File: config.mk
export PLATFORM = sky130hd
export DESIGN_NAME = instr_fetch_unit_flat
export DESIGN_NICKNAME = d
export VERILOG_FILES = /design/src/rtl/cpu_pkg.sv /design/src/rtl/instr_fetch_unit_if.sv /design/src/rtl/instr_fetch_unit_next_pc_calc.sv /design/src/rtl/instr_fetch_unit.sv /design/src/flat_wrapper.sv
export SDC_FILE = /design/constraint.sdc
export NUM_CORES = 1
export LEC_CHECK = 0
export CORE_ASPECT_RATIO = 1.2
export CORE_MARGIN = 1
export CORE_UTILIZATION = 52
export DETAILED_ROUTE_END_ITERATION = 6
export GPL_ROUTABILITY_DRIVEN = 0
export PLACE_DENSITY = 0.95
export SYNTH_ARGS = -nofsm -noshare
export SYNTH_HDL_FRONTEND = slang
export SYNTH_SLANG_ARGS = --single-unit
File: constraint.sdc
create_clock -name clk -period 5.8 [get_ports clk]
set_input_delay 0.87 -clock clk [delete_from_list [all_inputs] [get_ports clk]]
set_output_delay 0.87 -clock clk [all_outputs]
set_load 0.03 [all_outputs]
File: src/rtl/cpu_pkg.sv
// Shared CPU front-end definitions: opcodes, fetch FSM states, error codes and
// the branch-offset helper used by the next-PC logic.
package cpu_pkg;

  localparam logic [5:0] OP_LW  = 6'b100011;
  localparam logic [5:0] OP_SW  = 6'b101011;
  localparam logic [5:0] OP_J   = 6'b000010;
  localparam logic [5:0] OP_BEQ = 6'b000100;

  typedef enum logic [2:0] {
    S_IDLE,
    S_FETCH,
    S_WAIT,
    S_ISSUE,
    S_HALT
  } state_e;

  typedef enum logic [1:0] {
    ERR_NONE    = 2'd0,
    ERR_TIMEOUT = 2'd1,
    ERR_ILLEGAL = 2'd2
  } err_e;

  // Word-aligned, sign-extended byte offset of a 16-bit branch immediate.
  function automatic logic [31:0] branch_offset(logic [15:0] imm);
    return {{14{imm[15]}}, imm, 2'b00};
  endfunction

endpackage

File: src/rtl/instr_fetch_unit_if.sv
// Instruction-memory request/acknowledge bus between the fetch unit (master)
// and instruction memory (slave).
interface instr_fetch_unit_if;
  logic        imem_req;
  logic [31:0] imem_addr;
  logic        imem_ack;
  logic [31:0] imem_rdata;

  modport master (
    output imem_req,
    output imem_addr,
    input  imem_ack,
    input  imem_rdata
  );

  modport slave (
    input  imem_req,
    input  imem_addr,
    output imem_ack,
    output imem_rdata
  );
endinterface

File: src/rtl/instr_fetch_unit_next_pc_calc.sv
// Combinational next-PC selection: jump target, taken branch target, or the
// sequential pc+4. All arithmetic wraps modulo 2^32.
module next_pc_calc
  import cpu_pkg::*;
(
  input  logic [31:0] pc,
  input  logic [25:0] target_field,
  input  logic        jump,
  input  logic        branch,
  input  logic        zero,
  output logic [31:0] pc_plus4,
  output logic [31:0] next_pc
);

  logic [31:0] jump_target;
  logic [31:0] branch_target;

  assign pc_plus4      = pc + 32'd4;
  assign jump_target   = {pc_plus4[31:28], target_field, 2'b00};
  assign branch_target = pc_plus4 + branch_offset(target_field[15:0]);

  always_comb begin
    next_pc = pc_plus4;
    if (jump) begin
      next_pc = jump_target;
    end else if (branch && zero) begin
      next_pc = branch_target;
    end
  end

endmodule

File: src/rtl/instr_fetch_unit.sv
// Multicycle fetch/issue front end: owns the PC, fetches over the imem req/ack
// bus and holds the fetched word valid until the datapath retires it.
module instr_fetch_unit
  import cpu_pkg::*;
#(
  parameter logic [31:0] RESET_PC = 32'h0000_0000,
  parameter int unsigned TIMEOUT  = 16
) (
  input  logic               clk,
  input  logic               reset_n,
  instr_fetch_unit_if.master imem,
  output logic [31:0]        instr,
  output logic [5:0]         op,
  output logic               instr_valid,
  input  logic               instr_ready,
  input  logic               jump,
  input  logic               branch,
  input  logic               zero,
  input  logic               illegal_op,
  output logic [31:0]        pc,
  output logic [31:0]        pc_plus4,
  output logic               halted,
  output logic [1:0]         err_code
);

  localparam int unsigned      CNT_W    = (TIMEOUT > 1) ? $clog2(TIMEOUT) : 1;
  localparam logic [CNT_W-1:0] CNT_LAST = CNT_W'(TIMEOUT - 1);

  state_e           state, state_nxt;
  err_e             err_q;
  logic [CNT_W-1:0] wait_cnt;
  logic [31:0]      next_pc;
  logic             timeout_hit;
  logic             retire;

  assign timeout_hit = (wait_cnt == CNT_LAST);
  // Decoder inputs are only looked at here, so X on them elsewhere never reaches pc.
  assign retire      = (state == S_ISSUE) && instr_ready;

  next_pc_calc u_next_pc (
    .pc           (pc),
    .target_field (instr[25:0]),
    .jump         (jump),
    .branch       (branch),
    .zero         (zero),
    .pc_plus4     (pc_plus4),
    .next_pc      (next_pc)
  );

  always_comb begin
    // NOTE: default first so every path assigns state_nxt and no latch is inferred.
    state_nxt = state;
    case (state)
      S_IDLE:  state_nxt = S_FETCH;
      S_FETCH: state_nxt = S_WAIT;
      S_WAIT: begin
        if (imem.imem_ack) begin
          state_nxt = S_ISSUE;
        end else if (timeout_hit) begin
          state_nxt = S_HALT;
        end
      end
      S_ISSUE: begin
        if (retire) begin
          state_nxt = illegal_op ? S_HALT : S_FETCH;
        end
      end
      S_HALT:  state_nxt = S_HALT;
      default: state_nxt = S_IDLE;
    endcase
  end

  // NOTE: non-blocking assignments so every register samples pre-edge values.
  always_ff @(posedge clk or negedge reset_n) begin
    if (!reset_n) begin
      state <= S_IDLE;
    end else begin
      state <= state_nxt;
    end
  end

  always_ff @(posedge clk or negedge reset_n) begin
    if (!reset_n) begin
      pc       <= RESET_PC;
      instr    <= '0;
      wait_cnt <= '0;
      err_q    <= ERR_NONE;
    end else begin
      if (state == S_WAIT) begin
        // An ack on the final wait cycle still counts: ack wins over timeout.
        if (imem.imem_ack) begin
          instr    <= imem.imem_rdata;
          wait_cnt <= '0;
        end else if (timeout_hit) begin
          err_q    <= ERR_TIMEOUT;
        end else begin
          wait_cnt <= wait_cnt + CNT_W'(1);
        end
      end
      if (retire) begin
        if (illegal_op) begin
          err_q <= ERR_ILLEGAL;
        end else begin
          pc    <= next_pc;
        end
      end
    end
  end

  // Request is decoded from state so an async reset drops it immediately.
  assign imem.imem_req  = (state == S_FETCH) || (state == S_WAIT);
  assign imem.imem_addr = pc;
  assign instr_valid    = (state == S_ISSUE);
  assign halted         = (state == S_HALT);
  assign op             = instr[31:26];
  assign err_code       = err_q;

endmodule

File: src/flat_wrapper.sv
// flat-port wrapper written by rule: the top's interface ports become plain ports
module instr_fetch_unit_flat import cpu_pkg::*;
#(
  parameter logic [31:0] RESET_PC = 32'h0000_0000,
  parameter int unsigned TIMEOUT  = 16
)
  (clk, reset_n, instr, op, instr_valid, instr_ready, jump, branch, zero, illegal_op, pc, pc_plus4, halted, err_code, imem_imem_req, imem_imem_addr, imem_imem_ack, imem_imem_rdata);
  instr_fetch_unit_if imem_i ();
  input  logic clk;
  input  logic reset_n;
  output logic [31:0] instr;
  output logic [5:0] op;
  output logic instr_valid;
  input  logic instr_ready;
  input  logic jump;
  input  logic branch;
  input  logic zero;
  input  logic illegal_op;
  output logic [31:0] pc;
  output logic [31:0] pc_plus4;
  output logic halted;
  output logic [1:0] err_code;
  output wire logic [$bits(imem_i.imem_req)-1:0] imem_imem_req;
  output wire logic [$bits(imem_i.imem_addr)-1:0] imem_imem_addr;
  input wire logic [$bits(imem_i.imem_ack)-1:0] imem_imem_ack;
  input wire logic [$bits(imem_i.imem_rdata)-1:0] imem_imem_rdata;
  assign imem_imem_req = imem_i.imem_req;
  assign imem_imem_addr = imem_i.imem_addr;
  assign imem_i.imem_ack = imem_imem_ack;
  assign imem_i.imem_rdata = imem_imem_rdata;
  instr_fetch_unit #(.RESET_PC(RESET_PC), .TIMEOUT(TIMEOUT)) u_core (.clk(clk), .reset_n(reset_n), .imem(imem_i), .instr(instr), .op(op), .instr_valid(instr_valid), .instr_ready(instr_ready), .jump(jump), .branch(branch), .zero(zero), .illegal_op(illegal_op), .pc(pc), .pc_plus4(pc_plus4), .halted(halted), .err_code(err_code));
endmodule
==> results of run 1 <==
layout by cell type, fill, tap and decap left out, drive strengths merged, types with 4 or more instances in the layout:
master / synthesis / final
and3: 17 / 17
nand2b: 5 / 5
o31ai: 4 / 4
a21o: 22 / 22
nand3: 29 / 29
dfrtp: 71 / 71
clkbuf: 21 / 9
clkdlybuf4s50: 0 / 171
nand2: 72 / 72
xnor2: 30 / 30
a31oi: 9 / 9
nor2b: 5 / 5
mux2: 33 / 33
xor2: 16 / 16
o22ai: 4 / 4
conb: 1 / 6
nor3: 18 / 18
o21ai: 44 / 44
buf: 50 / 6
a211oi: 15 / 15
o211ai: 5 / 5
inv: 17 / 17
a221o: 5 / 5
nor2: 46 / 46
nor4: 6 / 6
a21oi: 56 / 56
or3: 6 / 6
a21boi: 4 / 4
nand4: 7 / 7
ha: 37 / 37
state kept, by name, summed over array words and instances (netlist names):
name / flops
u_core.wait_cnt: 4
u_core.imem.imem_addr: 30
u_core.state: 3
u_core.err_code: 2
u_core.instr: 32
stage by stage:
step           power [µW]  hold slack [ns]  instance area, µm²
2_1_floorplan        3870            0.466                6050
3_3_place_gp         5010            0.497                7580
3_5_place_dp         5080            0.496                7580
4_1_cts              5680            0.501                7870
5_1_grt              6070            0.517                7870
6_report             5720            0.504                7870
cell families (layout without fill, tap and decap cells):
family,count (synthesis),in the layout
DFF,71,71
other,1,6
and+or+nand+nor,229,229
muxes,36,36
adders and majority gates,38,38
buffers and inverters,88,209
xor gates and xnor gates,46,46
AOI/OAI and AO/OA,195,195
report_power, final:
group | leakage (µW) | switching, µW | internal (µW)
sequential | 0.000871 | 376 | 727
combinational | 0.00234 | 2360 | 1690
clock | 0.000133 | 232 | 329
worst paths after layout:
kind,start,slack (ns),cells past startpoint,endpoint
worst max-delay path,u_core.imem.imem_addr[2],1.35,14,u_core.imem.imem_addr[27]
worst min-delay path,u_core.state[2],0.50,1,u_core.state[1]
worst max register to register,u_core.imem.imem_addr[2],1.35,14,u_core.imem.imem_addr[27]
worst min register to register,u_core.state[2],0.50,1,u_core.state[1]
max in group asynchronous,reset_n,4.53,1,u_core.instr[20]
min in group asynchronous,reset_n,0.68,1,u_core.instr[31]
final cells by class:
type	instances	area [µm²]	area share
clock buffer	9	225	0.0286
clock inverter	6	62.6	0.00795
inverter	17	63.8	0.00811
multi-input combinational	550	3790	0.482
sequential	71	1780	0.226
tap	154	193	0.0245
timing repair buffer	177	1760	0.223
Yosys cell counts, types with 3 or more instances:
cell       n
o21ai_1    3
ha_1      37
nor2_1    45
a21boi_0   4
clkbuf_1  21
mux2i_1    3
inv_1     17
nor2b_1    5
mux2_2    32
a31oi_1    9
o22ai_1    4
buf_4     42
and4_1     3
and2_1     3
nand4_1    6
o211ai_1   5
buf_1      3
a221o_1    5
a21o_1    22
xnor2_1   30
nand3b_1   3
buf_2      5
o31ai_1    4
and3_1    16
o21a_1     3
nand3_1   26
o21bai_1   3
nand2b_1   5
o21ai_0   41
a21oi_1   56
a211oi_1  13
a32oi_1    3
dfrtp_1   71
nor3_1    15
xor2_1    16
or3_1      6
nand2_1   72
nor4_1     5
metal layers:
| metal | wire length [µm] | part of all wire | GRT usage |
|---|---|---|---|
| met5 | 0 | 0 | 0 |
| met4 | 759 | 0.042 | 0.175 |
| met3 | 1430 | 0.080 | 0.0571 |
| met2 | 8660 | 0.48 | 0.496 |
| met1 | 7060 | 0.39 | 0.375 |
==> impl_metrics.ini, run 1 <==
[run_status]
result_of_the_run = finished clean

[timing]
max_clock_freq_mhz = 224
skew_ns = 0.00882
hold_viol = 0
slew_headroom = 0.369
grt_setup_unrepaired = false
timing.setup.tns_ns = 0
setup_viol_count_final = 0
worst_pin_slew_ns = 0.944
finalWorstPathRequiredPeriod_ns = 4.45
final_critical_path_setup_slack_ns = 1.35
layout_worst_path_cycle_share = 0.768
final-max-slew-violation-count = 0

[job]
drv_cap = 0

[synth]
synth_simple_gate_area_share = 0.198
asyncSetResetFlopFracSynth = 1.00
synth_top_area_cell = dfrtp_1
post_synth_fa_ha_maj_area_fraction = 0.0801
syn_inst = 704
post_synth_xor_area_fraction = 0.0668
area_fraction_of_the_dominant_cell_type_after_synthesis = 0.295
synth.yosys.warnings = 0
largest_family_of_logic_cells_by_synthesized_area = compound AO/OA/AOI/OAI gates
most_common_flop_cell_mapped_by_yosys = dfrtp_1
synth-edff-count = 0
mappedNetlistArea_um2 = 6030
synth-seq-area-share = 0.295
complex_gate_fraction_of_the_synthesized_area = 0.211
synth_cell_types = 69
synth_top_cells_by_area = dfrtp_1 (29%), ha_1 (7.7%), mux2_2 (6.0%), buf_4 (5.2%), a21oi_1 (4.6%)
syn-mean-instance-area_um2 = 8.57
number_of_flip_flops_and_latches_in_the_synthesized_netlist = 71
yosys-mux-area-fraction = 0.0666

[grt]
via_count_of_the_first_global_routing_pass = 5806
overflow = 0
grt_first_pass_wirelength_um = 28700
grtUsageTotal = 0.305
grt_max_degree = 72
grt_antenna_before_repair = 0

[floorplan]
row_count = 42
die-height_um = 120
initial_utilization = 0.541
die_width_um = 100
io_pins = 179
core_region_area_um2 = 11100
fp.dieArea_um2 = 12000

[detailed_routing]
drt_first_pass_iters = 5
total_number_of_vias = 5962
initialDrtViolationCount = 493
drt-total-wl_um = 17900
antenna_violating_nets_post_route = 0
vias_per_cell = 6.06
post_drt_wl_per_cell_um = 18.2
drc = 0

[finish]
layout-drive-gt1-share = 0.0855
fillerInstances = 820
syn2layout_area_growth_pct = 30.4
fin_util = 0.706
finalNetCount = 904
diodes = 0
post_layout_nonfiller_instances = 984

[power_and_ir_drop]
static-leakage-power_uw = 0.00334
ir_drop_v = 0.000413
p_per_area_nw_per_um2 = 727

[setup_path]
timing.critical_path.required_ns = 6.01
path_delay_family = compound AO/OA/AOI/OAI gates
crit_path_max_fanout = 8
worst_ep_arrival_time_ns = 4.67
worst_setup_path_start_kind = register
cp-end-kind = register
critical_path.n_buffers_inverters = 0
crit_chain = ha_1 > nand2_1 > nor4_1 > nand2_1 > xnor2_1 > ha_1 > a21o_1 > a2111oi_0 > o211ai_1 > o31ai_1 > o211ai_1 > xor2_1 > mux2i_1 > o21ai_1
critical_setup_path_kind = register to register
crit_slowest_cell = nor4_1
cpPeakStageDelay_ns = 0.62

[clock_tree]
cts-buffers-inserted = 9
cts_max_path_buffers = 2
cts.htree.levels = 3
cts_root_buf = clkbuf_16
cts_tree = built
cts_hold_repair.buffers = 0
cts.sinks = 71
worst_setup_hold_path_clk_slew_ns = 0.06
ctsResizeCount = 0
worst_skew_pair.late_latency_ns = 0.34
postCtsSetupBuffers = 0

[place]
port_buffers = 172
dpl.cell_count = 969
dpl.hpwl_um = 12800
pre_cts_ws_ns = 1.45

[min_path]
timing.hold.worst.class = register to register
No activity file was read; power rests on OpenSTA's default activity.
==> run 2, diff against run 1 <==
- CORE_UTILIZATION: 52 -> 49
- PLACE_DENSITY: 0.95 -> 0.91
- clock period: 5.8 -> 4.7 ns (I/O delays scaled with it)
==> impl_metrics.ini, run 2 (synthesis gave the netlist of run 1 again) <==
[run_status]
result_of_the_run = complete, but fails checks
violated_checks = DRC

[finish]
layout.cells.most_common_list = clkdlybuf4s50_1 (171), nand2_1 (72), dfrtp_1 (71)
syn2layout_area_growth_pct = 30.9
fillerInstances = 937
fin_util = 0.655
finalNetCount = 903
final_common_cell = clkdlybuf4s50_1
layout-drive-gt1-share = 0.0844
largest_register_ffs = 32
multi_input_logic_area_um2 = 3790
max_flop_register = u_core.instr
area.sequential_um2 = 1780
diodes = 0
post_layout_nonfiller_instances = 990

[timing]
final_critical_path_setup_slack_ns = 0.392
slew_headroom = 0.334
layout_worst_path_cycle_share = 0.917
skew_ns = 0.00843
finalWorstPathRequiredPeriod_ns = 4.31
hold_viol = 0
worst_pin_slew_ns = 0.997
final.hold.worst_slack_ns = 0.509
max_clock_freq_mhz = 232
timing.setup.tns_ns = 0
setup_viol_count_final = 0
final-max-slew-violation-count = 0
grt_setup_unrepaired = false

[floorplan]
fp.dieArea_um2 = 12800
initial_utilization = 0.500
die_width_um = 103
die-height_um = 124
io_pins = 179
row_count = 44
core_region_area_um2 = 12100

[place]
dpl.cell_count = 975
dpl.hpwl_um = 12900
pre_cts_ws_ns = 0.516
port_buffers = 172

[detailed_routing]
total_number_of_vias = 6028
drt_first_pass_iters = 7
vias_per_cell = 6.09
post_drt_wl_per_cell_um = 18.3
antenna_violating_nets_post_route = 0
drc = 1
initialDrtViolationCount = 447
drt-total-wl_um = 18100

[min_path]
timing.hold.worst.class = primary input to asynchronous set/reset pin

[power_and_ir_drop]
p_per_area_nw_per_um2 = 907
intPower_uw = 3470
comb_power_share = 0.702
p_sw_frac = 0.517
share_seq_of_total_power = 0.193
power.switching_uw = 3700
static-leakage-power_uw = 0.00336
ir_drop_v = 0.000587
power_frac_clock = 0.106

[setup_path]
worst_ep_arrival_time_ns = 4.53
timing.critical_path.required_ns = 4.92
worst_setup_path_start_kind = register
critical_path.n_buffers_inverters = 0
crit_chain = ha_1 > nand2_1 > nor4_1 > nand2_1 > xnor2_1 > ha_1 > a21o_1 > a2111oi_0 > o211ai_1 > o31ai_1 > o211ai_1 > xor2_1 > mux2i_1 > o21ai_1
worstSetupPathDepth = 14
critical_setup_path_kind = register to register
cpPeakStageDelay_ns = 0.62
path_delay_family = compound AO/OA/AOI/OAI gates
reg2reg_depth = 14
cp-end-kind = register
crit_path_max_fanout = 8
crit_slowest_cell = nor4_1

[grt]
grtUsageMet3 = 0.0627
grt_max_degree = 72
overflow = 0
grtUsageTotal = 0.288
grt_antenna_before_repair = 0
met2_usage = 0.501
grt_first_pass_wirelength_um = 28000
via_count_of_the_first_global_routing_pass = 5710
grt.busiest_layer = met2
grt_util_met1 = 0.337

[clock_tree]
ctsResizeCount = 0
cts-buffers-inserted = 9
cts.htree.levels = 3
cts_tree = built
cts.sinks = 71
worst_setup_hold_path_clk_slew_ns = 0.06
cts_max_path_buffers = 2
cts_hold_repair.buffers = 0
postCtsSetupBuffers = 0
worst_skew_pair.late_latency_ns = 0.34
cts_root_buf = clkbuf_16

[job]
drv_cap = 0
[run 2: changes by cell type in the layout (fill, tap and decap cells not counted)]
cell,previous run,this run
clkinv_2,2,1
inv_6,0,1
clkbuf_8,0,1
bufinv_16,1,2
clkinvlp_4,3,1
buf_4,6,5
[run 2: layer usage]
metal / wire (µm) / up-vias
met5: 0 / -
met4: 544 / 0
met1: 6970 / 2869
li1: - / 2776
met2: 9090 / 327
met3: 1480 / 56
[run 2: final timing paths]
kind                       slack (ns)                         to                startpoint
max reg2reg                      0.39  u_core.imem.imem_addr[27]  u_core.imem.imem_addr[2]
min reg2reg                      0.51            u_core.state[1]           u_core.state[2]
min in group clk                 0.51            u_core.state[1]           u_core.state[2]
min                              0.51           u_core.instr[31]                   reset_n
max                              0.39  u_core.imem.imem_addr[27]  u_core.imem.imem_addr[2]
max in group asynchronous        3.59           u_core.instr[22]                   reset_n
[run 2: cell type report]
class / instances / share of cell area
flip-flops and latches: 71 / 0.225
inverters: 17 / 0.00808
clock buffers: 10 / 0.0303
repair buffers: 176 / 0.221
multi-input cells: 550 / 0.479
well taps: 161 / 0.0255
clock inverters: 5 / 0.0103
[run 2: metrics by stage]
step           power, µW  cell area, µm²
6_report            7170            7900
3_5_place_dp        6300            7580
4_1_cts             7100            7900
2_1_floorplan       4780            6050
5_1_grt             7570            7900
3_3_place_gp        6210            7580
[run 2: power groups by stage]
stage	combinational, µW	clock [µW]	sequential, µW
floorplan	3020	0	1760
global placement	4860	0	1350
detailed placement	4920	0	1370
CTS	4970	760	1370
global route	5360	788	1420
finish	5030	756	1380
==> run 3, diff against run 2 <==
--- a/config.mk
+++ b/config.mk
@@ -10,4 +10,6 @@
 export CORE_UTILIZATION = 49
+export CTS_CLUSTER_DIAMETER = 50
 export DETAILED_ROUTE_END_ITERATION = 6
 export GPL_ROUTABILITY_DRIVEN = 0
+export MAX_ROUTING_LAYER = met4
 export PLACE_DENSITY = 0.91
==> constraint.sdc (replaced) <==
create_clock -name clk -period 4.7 [get_ports clk]
set_input_delay 0.94 -clock clk [delete_from_list [all_inputs] [get_ports clk]]
set_output_delay 0.94 -clock clk [all_outputs]
set_load 0.03 [all_outputs]
==> impl_metrics.ini, run 3 (synthesis gave the netlist of run 1 again) <==
[clock_tree]
cts.sinks = 71
cts.htree.levels = 3
cts_hold_repair.buffers = 0
cts_root_buf = clkbuf_16
worst_setup_hold_path_clk_slew_ns = 0.06
cts_max_path_buffers = 2
cts-buffers-inserted = 9
postCtsSetupBuffers = 0
cts_tree = built
worst_skew_pair.late_latency_ns = 0.34
ctsResizeCount = 0

[detailed_routing]
drt-total-wl_um = 18100
post_drt_wl_per_cell_um = 18.3
drc = 0
total_number_of_vias = 6058
antenna_violating_nets_post_route = 0
drt_first_pass_iters = 5
vias_per_cell = 6.11
initialDrtViolationCount = 500

[min_path]
holdCritStartpoint = u_core.state[2]
timing.hold.worst.class = register to register
min_delay_path_depth = 1
worst_hold_endpoint = u_core.state[1]

[place]
dpl.cell_count = 977
port_buffers = 172
dpl.hpwl_um = 13100

[power_and_ir_drop]
static-leakage-power_uw = 0.00334
total_power_uw = 7040
p_per_area_nw_per_um2 = 895
ir_drop_v = 0.000559

[setup_path]
worst_ep_arrival_time_ns = 4.53
cp-end-kind = register
critical_path.n_buffers_inverters = 0
reg2reg_from = u_core.imem.imem_addr[2]
timing.reg2reg.setup_slack_ns = 0.39
reg2reg_depth = 14
crit_chain = ha_1 > nand2_1 > nor4_1 > nand2_1 > xnor2_1 > ha_1 > a21o_1 > a2111oi_0 > o211ai_1 > o31ai_1 > o211ai_1 > xor2_1 > mux2i_1 > o21ai_1
timing.critical_path.required_ns = 4.92
crit_path_max_fanout = 8
crit_slowest_cell = nor4_1
critical_setup_path_kind = register to register
path_delay_family = compound AO/OA/AOI/OAI gates
worst_setup_path_start_kind = register
cpPeakStageDelay_ns = 0.60
reg2reg_to = u_core.imem.imem_addr[27]
setup.worst_path.start = u_core.imem.imem_addr[2]

[timing]
timing.setup.tns_ns = 0
worst_pin_slew_ns = 0.948
final-max-slew-violation-count = 0
final.hold.worst_slack_ns = 0.516
max_clock_freq_mhz = 232
skew_ns = 0.00940
grt_setup_unrepaired = false
finalWorstPathRequiredPeriod_ns = 4.31
layout_worst_path_cycle_share = 0.917
hold_viol = 0
setup_viol_count_final = 0
slew_headroom = 0.366

[finish]
post_layout_nonfiller_instances = 991
layout-drive-gt1-share = 0.0831
syn2layout_area_growth_pct = 30.3
max_flop_register = u_core.instr
finalNetCount = 905
diodes = 0
multi_input_logic_area_um2 = 3790
largest_register_ffs = 32
fillerInstances = 942
final_common_cell = clkdlybuf4s50_1
area.sequential_um2 = 1780
layout.cells.most_common_list = clkdlybuf4s50_1 (171), nand2_1 (72), dfrtp_1 (71)

[floorplan]
row_count = 44
core_region_area_um2 = 12100
fp.dieArea_um2 = 12800
initial_utilization = 0.500
die-height_um = 124
die_width_um = 103
io_pins = 179

[grt]
grt_max_degree = 72
overflow = 0
via_count_of_the_first_global_routing_pass = 5825
grt_first_pass_wirelength_um = 28500
grt_antenna_before_repair = 0
grtUsageTotal = 0.302

[run_status]
result_of_the_run = finished clean

[job]
drv_cap = 0
-- run 3: cell count changes in the layout (fill, tap and decap cells not counted) --
| cell | before | now |
|---|---|---|
| bufinv_16 | 2 | 0 |
| clkinvlp_4 | 1 | 0 |
| inv_6 | 1 | 0 |
| buf_4 | 5 | 7 |
| clkbuf_8 | 1 | 2 |
| clkbuf_1 | 0 | 2 |
-- run 3: worst max path at each step --
stage,endpoint,cells past startpoint
floorplan,u_core.imem.imem_addr[27],15
global placement,u_core.imem.imem_addr[27],14
detailed placement,u_core.imem.imem_addr[27],14
CTS,u_core.imem.imem_addr[27],14
global route,u_core.imem.imem_addr[23],14
finish,u_core.imem.imem_addr[27],14
-- run 3: worst reg2reg max path: cells and delay by family (launching register included) --
family          cells  cell delay, ns
xor+xnor            2            0.43
fa+ha+maj           2            0.67
mux                 1            0.14
simple gates        3            0.87
flops               1            0.51
compound gates      6            1.57
-- run 3: where the power goes --
| group | internal (µW) | switching (µW) | leakage, µW |
|---|---|---|---|
| clock network | 380 | 261 | 0.000132 |
| logic | 2090 | 2930 | 0.00234 |
| registers | 897 | 477 | 0.000871 |
| total | 3370 | 3670 | 0.00334 |
-- run 3: final cells by class --
cell class / count / area share
Timing Repair Buffer: 178 / 0.224
Inverter: 17 / 0.00812
Sequential cell: 71 / 0.226
Clock inverter: 1 / 0.000637
Clock buffer: 13 / 0.0331
Tap cell: 161 / 0.0256
Multi-Input combinational cell: 550 / 0.482
-- run 3: per-layer routing --
layer	vias up	global-route usage	wire length, µm	share of wire
li1	2777	-	-	-
met1	2857	0.362	7000	0.39
met2	356	0.490	9040	0.50
met3	68	0.0464	1440	0.079
met4	0	0.158	662	0.036
met5	-	-	0	0
-- run 3: through the flow --
step / instance area (µm²) / setup WS, ns / util
floorplan: 6050 / 0.423 / -
detailed placement: 7590 / 0.510 / 0.630
global route: 7860 / 0.143 / 0.652
global placement: 7590 / 0.718 / 0.630
CTS: 7860 / 0.494 / 0.652
finish: 7860 / 0.392 / 0.652
